**src/rtl/i2c_reg_access_pkg.sv**
```systemverilog
// i2c_reg_access shared types.
// Sequencer states, rw codes, default length.
package i2c_pkg;

  typedef enum logic [1:0] {
    IDLE,
    ISSUE,
    WAIT_END,
    RESP
  } seq_state_e;

  localparam logic I2C_RW_WRITE = 1'b0;
  localparam logic I2C_RW_READ  = 1'b1;

  localparam int MAX_LEN_DEF = 4;

endpackage

```
**src/rtl/i2c_reg_access_if.sv**
```systemverilog
// Byte-level handshake to the I2C master.
// master: sequencer side; slave: I2C master side.
interface i2c_reg_access_if;

  logic       m_enable;
  logic [6:0] m_slave_addr;
  logic       m_rw;
  logic [7:0] m_wr_byte;
  logic       m_busy;
  logic [7:0] m_rd_byte;
  logic       m_ack_error;

  modport master (
    output m_enable,
    output m_slave_addr,
    output m_rw,
    output m_wr_byte,
    input  m_busy,
    input  m_rd_byte,
    input  m_ack_error
  );

  modport slave (
    input  m_enable,
    input  m_slave_addr,
    input  m_rw,
    input  m_wr_byte,
    output m_busy,
    output m_rd_byte,
    output m_ack_error
  );

endinterface

```
**src/rtl/i2c_reg_access.sv**
```systemverilog
// Register-level command sequencer for a byte I2C master.
// Counts busy rises to feed bytes, captures on falls.
module i2c_reg_access
  import i2c_pkg::*;
#(
  parameter int MAX_LEN     = MAX_LEN_DEF,
  parameter int TIMEOUT_CYC = 65536
) (
  input  logic                 i_clk,
  input  logic                 i_rst,
  input  logic                 i_cmd_valid,
  output logic                 o_cmd_ready,
  input  logic                 i_cmd_rw,
  input  logic [6:0]           i_cmd_slave,
  input  logic [7:0]           i_cmd_reg,
  input  logic [2:0]           i_cmd_len,
  input  logic [8*MAX_LEN-1:0] i_cmd_wdata,
  output logic                 o_rsp_valid,
  output logic [8*MAX_LEN-1:0] o_rsp_rdata,
  output logic                 o_rsp_err,
  output logic                 o_rsp_timeout,
  i2c_reg_access_if.master     m
);

  localparam int CW  = $clog2(MAX_LEN + 2) + 1;
  localparam int WDW = $clog2(TIMEOUT_CYC + 1);

  seq_state_e state_q, state_d;
  logic                 busy_prev_q;
  logic [CW-1:0]        rise_q, rise_d;
  logic                 rw_q, rw_d;
  logic [6:0]           slave_q, slave_d;
  logic [2:0]           len_q, len_d;
  logic [8*MAX_LEN-1:0] wdata_q, wdata_d;
  logic [8*MAX_LEN-1:0] rdata_q, rdata_d;
  logic                 err_q, err_d;
  logic                 tmo_q, tmo_d;
  logic [WDW-1:0]       wd_q, wd_d;
  logic                 en_q, en_d;
  logic                 mrw_q, mrw_d;
  logic [7:0]           wr_q, wr_d;

  logic rise, fall, active, tmo_hit, bad_len;

  assign rise    = m.m_busy & ~busy_prev_q;
  assign fall    = ~m.m_busy & busy_prev_q;
  assign active  = (state_q == ISSUE) || (state_q == WAIT_END);
  assign tmo_hit = !rise && !fall && !tmo_q &&
                   (wd_q == WDW'(TIMEOUT_CYC - 1));
  assign bad_len = (i_cmd_len == 3'd0) ||
                   (int'(i_cmd_len) > MAX_LEN);

  // Next-state: command latch, byte feed, capture, watchdog.
  always_comb begin
    state_d = state_q;
    rise_d  = rise_q;
    rw_d    = rw_q;
    slave_d = slave_q;
    len_d   = len_q;
    wdata_d = wdata_q;
    rdata_d = rdata_q;
    err_d   = err_q;
    tmo_d   = tmo_q;
    wd_d    = wd_q;
    en_d    = en_q;
    mrw_d   = mrw_q;
    wr_d    = wr_q;
    if (active) begin
      if (fall) begin
        err_d = err_q | m.m_ack_error;
        if (rw_q == I2C_RW_READ) begin
          for (int k = 0; k < MAX_LEN; k++) begin
            if (rise_q == CW'(k + 2)) begin
              rdata_d[8*k +: 8] = m.m_rd_byte;
            end
          end
        end
      end
      if (rise || fall) begin
        wd_d = '0;
      end else if (!tmo_q) begin
        wd_d = wd_q + 1'b1;
      end
    end
    unique case (state_q)
      IDLE: begin
        if (i_cmd_valid) begin
          rw_d    = i_cmd_rw;
          slave_d = i_cmd_slave;
          len_d   = i_cmd_len;
          wdata_d = i_cmd_wdata;
          rdata_d = '0;
          err_d   = 1'b0;
          tmo_d   = 1'b0;
          rise_d  = '0;
          wd_d    = '0;
          mrw_d   = I2C_RW_WRITE;
          wr_d    = i_cmd_reg;
          if (bad_len) begin
            err_d   = 1'b1;
            state_d = RESP;
          end else begin
            en_d    = 1'b1;
            state_d = ISSUE;
          end
        end
      end
      ISSUE: begin
        if (rise) begin
          rise_d = rise_q + 1'b1;
          if (rw_q == I2C_RW_WRITE &&
              rise_q < CW'(len_q)) begin
            for (int k = 0; k < MAX_LEN; k++) begin
              if (rise_q == CW'(k)) begin
                wr_d = wdata_q[8*k +: 8];
              end
            end
          end
          if (rw_q == I2C_RW_READ &&
              rise_q == '0) begin
            mrw_d = I2C_RW_READ;
          end
          if (rise_q == CW'(len_q)) begin
            en_d    = 1'b0;
            state_d = WAIT_END;
          end
        end else if (tmo_hit) begin
          en_d    = 1'b0;
          err_d   = 1'b1;
          tmo_d   = 1'b1;
          state_d = WAIT_END;
        end
      end
      WAIT_END: begin
        if (fall || (tmo_q && !m.m_busy)) begin
          state_d = RESP;
        end else if (tmo_hit) begin
          err_d = 1'b1;
          tmo_d = 1'b1;
        end
      end
      RESP: state_d = IDLE;
      default: state_d = IDLE;
    endcase
  end

  // State and datapath registers.
  always_ff @(posedge i_clk or posedge i_rst) begin
    if (i_rst) begin
      state_q     <= IDLE;
      busy_prev_q <= 1'b0;
      rise_q      <= '0;
      rw_q        <= 1'b0;
      slave_q     <= '0;
      len_q       <= '0;
      wdata_q     <= '0;
      rdata_q     <= '0;
      err_q       <= 1'b0;
      tmo_q       <= 1'b0;
      wd_q        <= '0;
      en_q        <= 1'b0;
      mrw_q       <= 1'b0;
      wr_q        <= '0;
    end else begin
      state_q     <= state_d;
      busy_prev_q <= m.m_busy;
      rise_q      <= rise_d;
      rw_q        <= rw_d;
      slave_q     <= slave_d;
      len_q       <= len_d;
      wdata_q     <= wdata_d;
      rdata_q     <= rdata_d;
      err_q       <= err_d;
      tmo_q       <= tmo_d;
      wd_q        <= wd_d;
      en_q        <= en_d;
      mrw_q       <= mrw_d;
      wr_q        <= wr_d;
    end
  end

  assign o_cmd_ready    = (state_q == IDLE);
  assign o_rsp_valid    = (state_q == RESP);
  assign o_rsp_rdata    = rdata_q;
  assign o_rsp_err      = err_q;
  assign o_rsp_timeout  = tmo_q;
  assign m.m_enable     = en_q;
  assign m.m_slave_addr = slave_q;
  assign m.m_rw         = mrw_q;
  assign m.m_wr_byte    = wr_q;

endmodule
```
**src/flat_wrapper.sv**
```systemverilog
// flat-port wrapper written by rule: the top's interface ports become plain ports
module i2c_reg_access_flat import i2c_pkg::*;
#(
  parameter int MAX_LEN     = MAX_LEN_DEF,
  parameter int TIMEOUT_CYC = 65536
)
  (i_clk, i_rst, i_cmd_valid, o_cmd_ready, i_cmd_rw, i_cmd_slave, i_cmd_reg, i_cmd_len, i_cmd_wdata, o_rsp_valid, o_rsp_rdata, o_rsp_err, o_rsp_timeout, m_m_enable, m_m_slave_addr, m_m_rw, m_m_wr_byte, m_m_busy, m_m_rd_byte, m_m_ack_error);
  i2c_reg_access_if m_i ();
  input  logic i_clk;
  input  logic i_rst;
  input  logic i_cmd_valid;
  output logic o_cmd_ready;
  input  logic i_cmd_rw;
  input  logic [6:0] i_cmd_slave;
  input  logic [7:0] i_cmd_reg;
  input  logic [2:0] i_cmd_len;
  input  logic [8*MAX_LEN-1:0] i_cmd_wdata;
  output logic o_rsp_valid;
  output logic [8*MAX_LEN-1:0] o_rsp_rdata;
  output logic o_rsp_err;
  output logic o_rsp_timeout;
  output wire logic [$bits(m_i.m_enable)-1:0] m_m_enable;
  output wire logic [$bits(m_i.m_slave_addr)-1:0] m_m_slave_addr;
  output wire logic [$bits(m_i.m_rw)-1:0] m_m_rw;
  output wire logic [$bits(m_i.m_wr_byte)-1:0] m_m_wr_byte;
  input wire logic [$bits(m_i.m_busy)-1:0] m_m_busy;
  input wire logic [$bits(m_i.m_rd_byte)-1:0] m_m_rd_byte;
  input wire logic [$bits(m_i.m_ack_error)-1:0] m_m_ack_error;
  assign m_m_enable = m_i.m_enable;
  assign m_m_slave_addr = m_i.m_slave_addr;
  assign m_m_rw = m_i.m_rw;
  assign m_m_wr_byte = m_i.m_wr_byte;
  assign m_i.m_busy = m_m_busy;
  assign m_i.m_rd_byte = m_m_rd_byte;
  assign m_i.m_ack_error = m_m_ack_error;
  i2c_reg_access #(.MAX_LEN(MAX_LEN), .TIMEOUT_CYC(TIMEOUT_CYC)) u_core (.i_clk(i_clk), .i_rst(i_rst), .i_cmd_valid(i_cmd_valid), .o_cmd_ready(o_cmd_ready), .i_cmd_rw(i_cmd_rw), .i_cmd_slave(i_cmd_slave), .i_cmd_reg(i_cmd_reg), .i_cmd_len(i_cmd_len), .i_cmd_wdata(i_cmd_wdata), .o_rsp_valid(o_rsp_valid), .o_rsp_rdata(o_rsp_rdata), .o_rsp_err(o_rsp_err), .o_rsp_timeout(o_rsp_timeout), .m(m_i));
endmodule
```
**config.mk**
```make
export PLATFORM = sky130hd
export DESIGN_NAME = i2c_reg_access_flat
export DESIGN_NICKNAME = d
export VERILOG_FILES = /design/src/rtl/i2c_reg_access_pkg.sv /design/src/rtl/i2c_reg_access_if.sv /design/src/rtl/i2c_reg_access.sv /design/src/flat_wrapper.sv
export SDC_FILE = /design/constraint.sdc
export NUM_CORES = 1
export LEC_CHECK = 0
export CORE_MARGIN = 1
export CORE_UTILIZATION = 38
export DETAILED_ROUTE_END_ITERATION = 6
export PLACE_DENSITY = 0.73
export SETUP_SLACK_MARGIN = 0.4
export SYNTH_ARGS = -nofsm -noshare
export SYNTH_HDL_FRONTEND = slang
export SYNTH_SLANG_ARGS = --single-unit
```
**constraint.sdc**
```tcl
create_clock -name i_clk -period 11.94 [get_ports i_clk]
set_input_delay 2.985 -clock i_clk [delete_from_list [all_inputs] [get_ports i_clk]]
set_output_delay 2.985 -clock i_clk [all_outputs]
set_load 0.05 [all_outputs]
```
Word level (Yosys, flattened, before mapping)
Index checks and enable logic that the tools add are counted.
{"block": "classes", "n_bitwise": 6, "n_lt_le_gt_ge": 2, "n_addsub": 2, "n_eq_ne": 21, "reduce_logical": 26, "mux": 54}
{"operator": "$mux W32", "n": 5}
{"operator": "$mux W8", "n": 11}
{"operator": "$mux W17", "n": 5}
{"operator": "$mux W1", "n": 18}
{"operator": "$add A17 B1 Y17 const B", "n": 1}
{"operator": "$eq A17 B16 Y1 const B", "n": 1}
{"operator": "$pmux W8 S2", "n": 1}
{"operator": "$ne A2 B2 Y1 const B", "n": 7}
{"operator": "$mux W2", "n": 6}
{"operator": "$reduce_and A4 Y1", "n": 3}
{"operator": "$reduce_and A5 Y1", "n": 2}
{"operator": "$eq A4 B2 Y1 const B", "n": 2}
{"operator": "$eq A4 B3 Y1 const B", "n": 2}
{"operator": "$mux W4", "n": 2}
{"operator": "$pmux W2 S4", "n": 1}
{"operator": "$pmux W4 S2", "n": 1}
{"operator": "$logic_and A1 B1 Y1", "n": 6}
{"operator": "$pmux W1 S3", "n": 2}
{"operator": "$ne A5 B5 Y1 const B", "n": 1}
{"operator": "$add A4 B1 Y4 const B", "n": 1}
{"operator": "$eq A2 B2 Y1 const B", "n": 2}
{"operator": "$eq A4 B1 Y1 const B", "n": 1}
{"operator": "$eq A4 B3 Y1", "n": 1}
{"operator": "$logic_not A1 Y1", "n": 4}
{"operator": "other kinds (18)", "n": 25}
{"block": "word_totals", "word_cells": 125, "output_inout_bits": 53, "reg_bits": 111, "inputBits": 64}

Longest topological paths before layout
Gate-level depths: netlist of the first run.
{"block": "logic_depth", "depth_word": 9, "depth_mapped": 9, "ltp_nobuf": 8}

Least setup slack after synthesis of the first run
No wires, ideal clock.
{"block": "synth_path", "kind": "input-to-reg", "from": "in i_cmd_valid", "to": "reg u_core.wr_q[1] (netlist: u_core.m.m_wr_byte[1])", "setup_ns": 0.125, "stages": 7, "required_ns": 11.815, "path_buffers": 3, "setup_slack_ns": 7.482, "arrival_ns": 4.333, "path_cell_list": "buf_2 -> nor2b_1 -> clkbuf_1 -> a2111oi_4 -> a31o_1 -> buf_6 -> mux2_4"}
{"block": "synth_via", "elab_chain_len": 2}
{"item": "from (decl)", "line": "flat_wrapper.sv:11", "source": "input logic i_cmd_valid;"}
{"item": "$ne A2 B2 Y1 (no source line)"}
{"item": "$reduce_and A5 Y1 (no source line)"}
{"item": "to (signal assigned)", "line": "i2c_reg_access.sv:178", "source": "wr_q <= wr_d;"}
{"item": "to (decl)", "line": "i2c_reg_access.sv:41", "source": "logic [7:0] wr_q, wr_d;"}
No other way between the ends.
A chain may end at the register's enable or synchronous reset.

Worst setup path in the final report of the first run
{"block": "layout_path", "from": "reg u_core.state_q[0]", "to": "out o_cmd_ready"}
{"block": "layout_via", "elab_chain_len": 1}
{"item": "from (decl)", "line": "i2c_reg_access.sv:28", "source": "seq_state_e state_q, state_d;"}
{"item": "from (signal assigned)", "line": "i2c_reg_access.sv:165", "source": "state_q <= state_d;"}
{"item": "$logic_not A2 Y1", "line": "i2c_reg_access.sv:182", "source": "assign o_cmd_ready = (state_q == IDLE);"}
{"item": "to (decl)", "line": "flat_wrapper.sv:12", "source": "output logic o_cmd_ready;"}
No other way between the ends.

==> results by group, run 1 <==
Synth
  – Mapped Avg Cell Area: 9.47 um2
  – Syn_nets: 656
  – Yosys cell types: 55
  – Yosys reg bits: 111
  – Post-synth EDFFs: 0
  – Mapped Area: 5460 um2
  – Synth Instances: 577
  – Ys flop type: dfrtp_1
  – YS warnings: 0
  – Seq/Total Area, Yosys: 50.8%
  – Async SR Flop Fraction: 100%

Timing
  – Final min period: 5.12 ns
  – Worst Skew: 0.00474 ns
  – Final worst slack: 6.82 ns
  – Max Clk Rate: 195 MHz
  – Ratio of final minimum period to clock period: 42.9%
  – Relative slew slack: 20.6%
  – Fin. Hold Viols: 0
  – Final setup viols: 0
  – Fin Hold WS: 0.479 ns
  – Setup TNS: 0 ns
  – RSZ-0062 raised after global routing: no
  – Worst Max-Slew Pin Slew: 1.18 ns
  – Final Max Slew Viols: 0

GRT
  – Largest net degree at the start of global routing: 79
  – Initial antenna violation count: 0
  – Total gr overflow: 0
  – Number of global-route vias before repair: 4646
  – All-Layer GR Usage: 19.8%
  – First-pass GRT wire length: 22800 um

Placed design
  – Post-Place Worst Slack: 6.56 ns
  – Placed Instance Area: 6750 um2
  – Placed cells: 846
  – Hpwl dp: 9760 um
  – Port Buffers: 116
  – Gpl congestion: 0.866

Layout
  – Commonest non-fill, non-tap cell in the layout: nand2_1
  – Final Non-Filler Cells: 861
  – Share of cells above drive strength 1: 5.87%
  – NumNets Final: 756
  – Core Util, Final: 50.6%
  – Inserted Diodes: 0
  – P&R area growth vs syn: 29.2%
  – Final Cell Area: 7060 um2
  – Most frequent cells in the layout: nand2_1, clkdlybuf4s50_1, dfrtp_1

CTS
  – CTS max path bufs: 2
  – CTS tree: yes
  – # resized after CTS: 0
  – Clk root buf: clkbuf_16
  – Post-CTS setup buffer count: 0
  – CTS Buf Count: 9
  – Clk pin slew, worst setup/hold paths: 0.07 ns
  – CTS H-Tree Depth: 3
  – Clk_lat worst skew: 0.35 ns
  – Cts hold-fix bufs: 0
  – CTS sink count: 111

Critical path
  – Worst r2r src: u_core.wd_q[6]
  – Crit. End Element: primary output
  – R2r worst-path depth: 8
  – Critical R2R Capture: u_core.state_q[1]
  – R2r setup slk: 8.99 ns
  – Startpoint Class: register
  – Crit path DAT: 2.13 ns
  – Crit path required time: 8.96 ns
  – Critical path class: register to primary output
  – Crit-path max FO: 10

Job
  – Max-cap viol count: 0

Die
  – Die X: 122 um
  – Starting density of the core: 39.2%
  – # IOs: 117
  – DIE AREA: 14900 um2
  – Row count: 43
  – Core area: 13900 um2
  – Die height: 122 um

Route
  – WL/cell: 16.0 um
  – Initial drt markers: 268
  – Total Wirelength: 13800 um
  – Final routed DRC violation total: 0
  – Pre-Repair DR Iteration Count: 5
  – Routed via count: 4457
  – Post-route ant nets: 0
  – DR vias/cell: 5.18

Min path
  – WHS Endpoint: u_core.wdata_q[14]
  – Hold path start: u_core.wdata_q[14]
  – Cell depth of the worst hold path: 2
  – Hold Path Class: register to register

Power and ir drop
  – Worst IR Drop VDD: 111 uV
  – Pwr dens: 219 nW/um2
  – Lkg Pwr: 3.23 nW
  – Total power: 1.55 mW

Status
  – Status: complete, no violations
## where the power goes
| part | switching, mW | leakage [nW] | total (mW) | internal [mW] |
|---|---|---|---|---|
| sequential | 0.0675 | 1.45 | 0.547 | 0.480 |
| combinational | 0.423 | 1.62 | 0.681 | 0.258 |
| clock | 0.135 | 0.151 | 0.318 | 0.182 |
| total | 0.626 | 3.23 | 1.55 | 0.920 |
## how the worst max path moves through the flow
stage | start | endpoint | slack, ns | cells past startpoint
final | u_core.state_q[0] | o_cmd_ready | 6.82 | 3
after global routing | u_core.state_q[1] | o_cmd_ready | 6.74 | 3
after CTS | u_core.state_q[1] | o_cmd_ready | 6.81 | 3
after detailed placement | m_m_busy | u_core.m.m_wr_byte[3] | 6.56 | 6
after global placement | m_m_busy | u_core.m.m_wr_byte[2] | 6.66 | 6
after floorplan | i_rst | u_core.busy_prev_q | 6.02 | 1
## routing by layer
| layer | wire length, um | up-vias | GRT usage, % |
|---|---|---|---|
| li1 | - | 2152 | - |
| met2 | 6530 | 117 | 32.2 |
| met3 | 642 | 23 | 3.42 |
| met4 | 352 | 0 | 9.10 |
| met5 | 0 | - | 0 |
| met1 | 6250 | 2165 | 25.6 |
## cell families after synthesis
| group | Yosys count | synth area share, % |
|---|---|---|
| compound gates | 79 | 9.51 |
| xor+xnor | 9 | 1.44 |
| mux | 42 | 8.27 |
| buf+inv | 53 | 4.03 |
| flops | 111 | 50.8 |
| simple gates | 268 | 22.5 |
| fa+ha+maj | 15 | 3.44 |
## critical path: stages (launching register included)
cell and delay (ns):
dfrtp_1 0.42, inv_1 0.10, ha_1 0.38, clkdlybuf4s50_1 0.88
## state kept, by name, summed over array words and instances (netlist names)
register / count
u_core.o_rsp_rdata: 32
u_core.wdata_q: 32
u_core.wd_q: 17
u_core.m.m_wr_byte: 8
u_core.m.m_slave_addr: 7
u_core.rise_q: 4
u_core.len_q: 3
u_core.state_q: 2
u_core.busy_prev_q: 1
u_core.m.m_enable: 1
u_core.m.m_rw: 1
u_core.o_rsp_err: 1
u_core.o_rsp_timeout: 1
u_core.rw_q: 1
## cells in the mapped netlist, types with 2 or more instances
master	number	share of area, %
a211oi_1	2	0.27
a21oi_1	25	2.3
a311oi_1	3	0.48
a31oi_1	6	0.69
and2_1	4	0.46
and3_1	5	0.57
buf_1	3	0.21
buf_2	5	0.46
buf_6	2	0.41
clkbuf_1	21	1.4
dfrtp_1	111	51
ha_1	15	3.4
inv_1	22	1.5
mux2_4	6	1.6
mux2i_1	35	6.4
nand2_1	140	9.6
nand2b_1	8	0.92
nand3_1	7	0.64
nand4_1	5	0.57
nor2_1	51	3.5
nor2b_1	9	1.0
nor3_1	5	0.46
nor3b_1	2	0.27
nor4_1	4	0.46
o21ai_0	20	1.8
o31ai_1	2	0.27
o32a_1	2	0.37
o32ai_1	6	0.96
or3_1	10	1.1
or3b_2	7	1.1
or4_1	3	0.41
xnor2_1	4	0.64
xor2_1	5	0.80
## layout make-up
| class | count | area, um2 |
|---|---|---|
| repair buffers | 120 | 1190 |
| fillers | 1245 | 6880 |
| multi-input cells | 413 | 2470 |
| flip-flops and latches | 111 | 2780 |
| clock buffers | 9 | 225 |
| clock inverters | 6 | 86.3 |
| inverters | 22 | 85.1 |
| well taps | 180 | 225 |
Power figures use the tool's default switching activity.
==> run 2, diff against run 1 <==
PLACE_DENSITY = 0.75   (was 0.73)
clock period = 4.63 ns   (was 11.94 ns; I/O delays follow)
==> results by group, run 2 (synthesis gave the netlist of run 1 again) <==
Status
  – Status: complete, no violations

Power and ir drop
  – P_int: 2.28 mW
  – Switching portion of total power: 41.7%
  – Worst IR Drop VDD: 358 uV
  – Clk network pwr share: 18.1%
  – Lkg Pwr: 3.22 nW
  – Pwr dens: 554 nW/um2
  – Total power: 3.90 mW
  – Sequential power share: 36.2%
  – Combinational share of power: 45.7%
  – Switching power: 1.62 mW

GRT
  – Initial antenna violation count: 1
  – Number of global-route vias before repair: 4754
  – Largest net degree at the start of global routing: 71
  – All-Layer GR Usage: 20.3%
  – Total gr overflow: 0
  – First-pass GRT wire length: 23400 um

Route
  – Final routed DRC violation total: 0
  – WL/cell: 16.4 um
  – Total Wirelength: 14100 um
  – Pre-Repair DR Iteration Count: 6
  – DR vias/cell: 5.22
  – Initial drt markers: 236
  – Post-route ant nets: 0
  – Routed via count: 4515

Critical path
  – Startpoint Class: register
  – R2r worst-path depth: 8
  – Crit path DAT: 2.10 ns
  – Crit path required time: 3.47 ns
  – Crit-path max FO: 10
  – Crit. End Element: primary output
  – Critical path class: register to primary output

Layout
  – Final Non-Filler Cells: 865
  – Share of cells above drive strength 1: 6.29%
  – P&R area growth vs syn: 28.8%
  – Commonest non-fill, non-tap cell in the layout: nand2_1
  – Final Cell Area: 7030 um2
  – NumNets Final: 759
  – Most frequent cells in the layout: nand2_1, clkdlybuf4s50_1, dfrtp_1
  – Core Util, Final: 50.5%

Timing
  – Setup TNS: 0 ns
  – Final setup viols: 0
  – Final min period: 3.26 ns
  – Final Max Slew Viols: 0
  – Final worst slack: 1.37 ns
  – Max Clk Rate: 307 MHz
  – Relative slew slack: 42.6%
  – Worst Skew: 0.00920 ns
  – Fin. Hold Viols: 0
  – Ratio of final minimum period to clock period: 70.4%
  – RSZ-0062 raised after global routing: no
  – Fin Hold WS: 0.472 ns
  – Worst Max-Slew Pin Slew: 0.856 ns

Placed design
  – Placed Instance Area: 6770 um2
  – Port Buffers: 116
  – Gpl congestion: 0.818
  – Placed cells: 849
  – Hpwl dp: 10100 um
  – Post-Place Worst Slack: 1.05 ns

CTS
  – CTS H-Tree Depth: 3
  – Clk_lat worst skew: 0.35 ns
  – CTS Buf Count: 9
  – Post-CTS setup buffer count: 0
  – CTS sink count: 111
  – # resized after CTS: 0
  – Clk root buf: clkbuf_16
  – CTS max path bufs: 2
  – Cts hold-fix bufs: 0
  – CTS tree: yes
  – Clk pin slew, worst setup/hold paths: 0.07 ns

Die
  – Die X: 122 um
  – DIE AREA: 14900 um2
  – Core area: 13900 um2
  – # IOs: 117
  – Starting density of the core: 39.2%
  – Row count: 43
  – Die height: 122 um

Min path
  – Hold Path Class: register to register
  – Cell depth of the worst hold path: 2

Job
  – Max-cap viol count: 0
[run 2: routing by layer]
layer / vias to the layer above / wire (um) / track usage, %
li1: 2156 / - / -
met2: 139 / 7040 / 33.1
met3: 30 / 685 / 3.60
met5: - / 0 / 0
met4: 0 / 363 / 9.95
met1: 2190 / 6060 / 25.8
[run 2: layout make-up]
| type | instances | area (um2) |
|---|---|---|
| well taps | 180 | 225 |
| inverters | 22 | 85.1 |
| fillers | 1269 | 6900 |
| repair buffers | 123 | 1210 |
| multi-input cells | 413 | 2470 |
| clock buffers | 9 | 225 |
| clock inverters | 6 | 38.8 |
| diodes | 1 | 2.50 |
| flip-flops and latches | 111 | 2780 |
[run 2: power groups by stage]
stage	combinational, mW	sequential, mW	clock (mW)
global placement	1.71	1.41	0
detailed placement	1.78	1.42	0
CTS	1.78	1.41	0.717
floorplan	1.00	1.67	0
finish	1.78	1.41	0.707
global route	1.95	1.44	0.756
[run 2: path summary, 6_finish.rpt]
kind,from,end,slack [ns]
worst max-delay path,u_core.state_q[0],o_cmd_ready,1.37
worst min-delay path,u_core.wdata_q[29],u_core.wdata_q[29],0.47
worst max register to register,u_core.wd_q[6],u_core.state_q[1],1.72
worst min register to register,u_core.wdata_q[29],u_core.wdata_q[29],0.47
max in group asynchronous,i_rst,u_core.rise_q[3],2.45
min in group asynchronous,i_rst,u_core.wd_q[3],1.33
[run 2: worst max-delay path: stages (launching register included)]
cell and delay [ns]:
dfrtp_1 0.42, inv_1 0.10, ha_1 0.34, clkdlybuf4s50_1 0.90
==> run 3, diff against run 2 <==
clock period = 2.75 ns   (was 4.63 ns; I/O delays follow)
==> results by group, run 3 (synthesis gave the netlist of run 1 again) <==
GRT
  – Total gr overflow: 0
  – First-pass GRT wire length: 23400 um
  – All-Layer GR Usage: 20.6%
  – Initial antenna violation count: 0
  – Largest net degree at the start of global routing: 44
  – Number of global-route vias before repair: 4789

CTS
  – CTS tree: yes
  – CTS sink count: 111
  – CTS Buf Count: 9
  – Clk pin slew, worst setup/hold paths: 0.07 ns
  – Cts hold-fix bufs: 0
  – Clk_lat worst skew: 0.36 ns
  – CTS max path bufs: 2
  – CTS H-Tree Depth: 3
  – Clk root buf: clkbuf_16

Die
  – Die height: 122 um
  – Core area: 13900 um2
  – Starting density of the core: 39.2%
  – Die X: 122 um
  – Row count: 43
  – DIE AREA: 14900 um2
  – # IOs: 117

Critical path
  – Critical path class: register to register
  – Startpoint Class: register
  – Worst r2r src: u_core.wd_q[1]
  – Crit path DAT: 2.57 ns
  – Crit path required time: 2.99 ns
  – Crit. Startpoint: u_core.wd_q[1]
  – R2r worst-path depth: 8
  – CP endpoint: u_core.state_q[1]
  – Critical R2R Capture: u_core.state_q[1]
  – Crit-path max FO: 3
  – R2r setup slk: 0.42 ns
  – Crit. End Element: register

Layout
  – Commonest non-fill, non-tap cell in the layout: nand2_1
  – P&R area growth vs syn: 35.0%
  – Sequential cell area: 2780 um2
  – Most frequent cells in the layout: nand2_1, clkdlybuf4s50_1, dfrtp_1
  – Inserted Diodes: 0
  – Multi-input gate area: 2530 um2
  – Share of cells above drive strength 1: 11.8%
  – Final Non-Filler Cells: 889
  – NumNets Final: 783
  – Fillcell total: 1225

Power and ir drop
  – Worst IR Drop VDD: 516 uV
  – Pwr dens: 934 nW/um2
  – Lkg Pwr: 3.39 nW

Status
  – Status: complete, no violations

Placed design
  – Placed cells: 866
  – Hpwl dp: 10200 um
  – Gpl congestion: 0.842
  – Port Buffers: 116
  – Post-Place Worst Slack: -0.0676 ns

Min path
  – Cell depth of the worst hold path: 2
  – Hold Path Class: register to register

Route
  – Routed via count: 4609
  – Post-route ant nets: 0
  – Final routed DRC violation total: 0
  – Initial drt markers: 302
  – WL/cell: 16.1 um
  – Total Wirelength: 14300 um
  – Pre-Repair DR Iteration Count: 4
  – DR vias/cell: 5.18

Timing
  – Worst Skew: 0.00582 ns
  – Final setup viols: 0
  – Relative slew slack: 64.3%
  – Ratio of final minimum period to clock period: 84.7%
  – Final worst slack: 0.421 ns
  – Worst Max-Slew Pin Slew: 0.534 ns
  – RSZ-0062 raised after global routing: yes
  – Fin. Hold Viols: 0
  – Max Clk Rate: 429 MHz
  – Final min period: 2.33 ns
  – Fin Hold WS: 0.470 ns
  – Final Max Slew Viols: 0

Job
  – Max-cap viol count: 0
run 3: changes by cell type in the layout (fill, tap and decap cells not counted), moves of 3 or more:
cell,previous run,this run
buf_12,0,5
clkdlybuf4s50_1,116,112
dlygate4sd2_1,0,3
ha_2,0,4
ha_1,15,11
buf_4,7,26
run 3: per-stage QoR:
| step | area [um2] | setup TNS [ns] | util [%] | total power [mW] |
|---|---|---|---|---|
| 2_1_floorplan | 5470 | 0 | - | 4.50 |
| 3_3_place_gp | 6960 | 0 | 50.0 | 5.40 |
| 3_5_place_dp | 6960 | -0.0676 | 50.0 | 5.50 |
| 4_1_cts | 7350 | 0 | 52.8 | 6.92 |
| 5_1_grt | 7380 | 0 | 52.9 | 7.31 |
| 6_report | 7380 | 0 | 52.9 | 6.89 |
run 3: cell type report:
class                           count  area share (%)
Clock inverter                      5           0.763
Inverter                           22            1.17
Multi-Input combinational cell    413            34.3
Timing Repair Buffer              147            19.6
Clock buffer                       11            3.43
Sequential cell                   111            37.7
Tap cell                          180            3.05
run 3: timing repair:
item                                    in CTS  in global routing
endpoints found under the setup margin      12                 10
gates resized for setup                     14                  7
buffers inserted                             6                  1
pin swaps                                    3                  4
run 3: power by group:
group | switching [mW] | internal (mW)
Combinational | 1.90 | 1.28
Clock | 0.596 | 0.755
Sequential | 0.276 | 2.08
Total | 2.77 | 4.12
run 3: how the worst min path moves through the flow:
stage,from,end
finish,u_core.wdata_q[18],u_core.wdata_q[18]
global route,u_core.wdata_q[14],u_core.wdata_q[14]
CTS,u_core.wdata_q[19],u_core.wdata_q[19]
detailed placement,u_core.wdata_q[18],u_core.wdata_q[18]
floorplan,u_core.wdata_q[17],u_core.wdata_q[17]
global placement,u_core.wdata_q[10],u_core.wdata_q[10]
run 3: critical path, cell delays in order, from the launching register on:
cell,delay [ns]
dfrtp_1,0.37
ha_1,0.18
nand3_1,0.14
nor4_2,0.29
ha_2,0.24
nor4bb_4,0.22
a311oi_2,0.10
a311oi_2,0.28
mux2_2,0.38
run 3: routing by layer:
layer / share of wire [%] / track usage, % / up-vias / wire length, um
met4: 2.9 / 10.2 / 0 / 416
li1: - / - / 2198 / -
met2: 48 / 32.0 / 123 / 6800
met1: 43 / 26.5 / 2253 / 6190
met3: 6.2 / 5.34 / 35 / 889
met5: 0 / 0 / - / 0
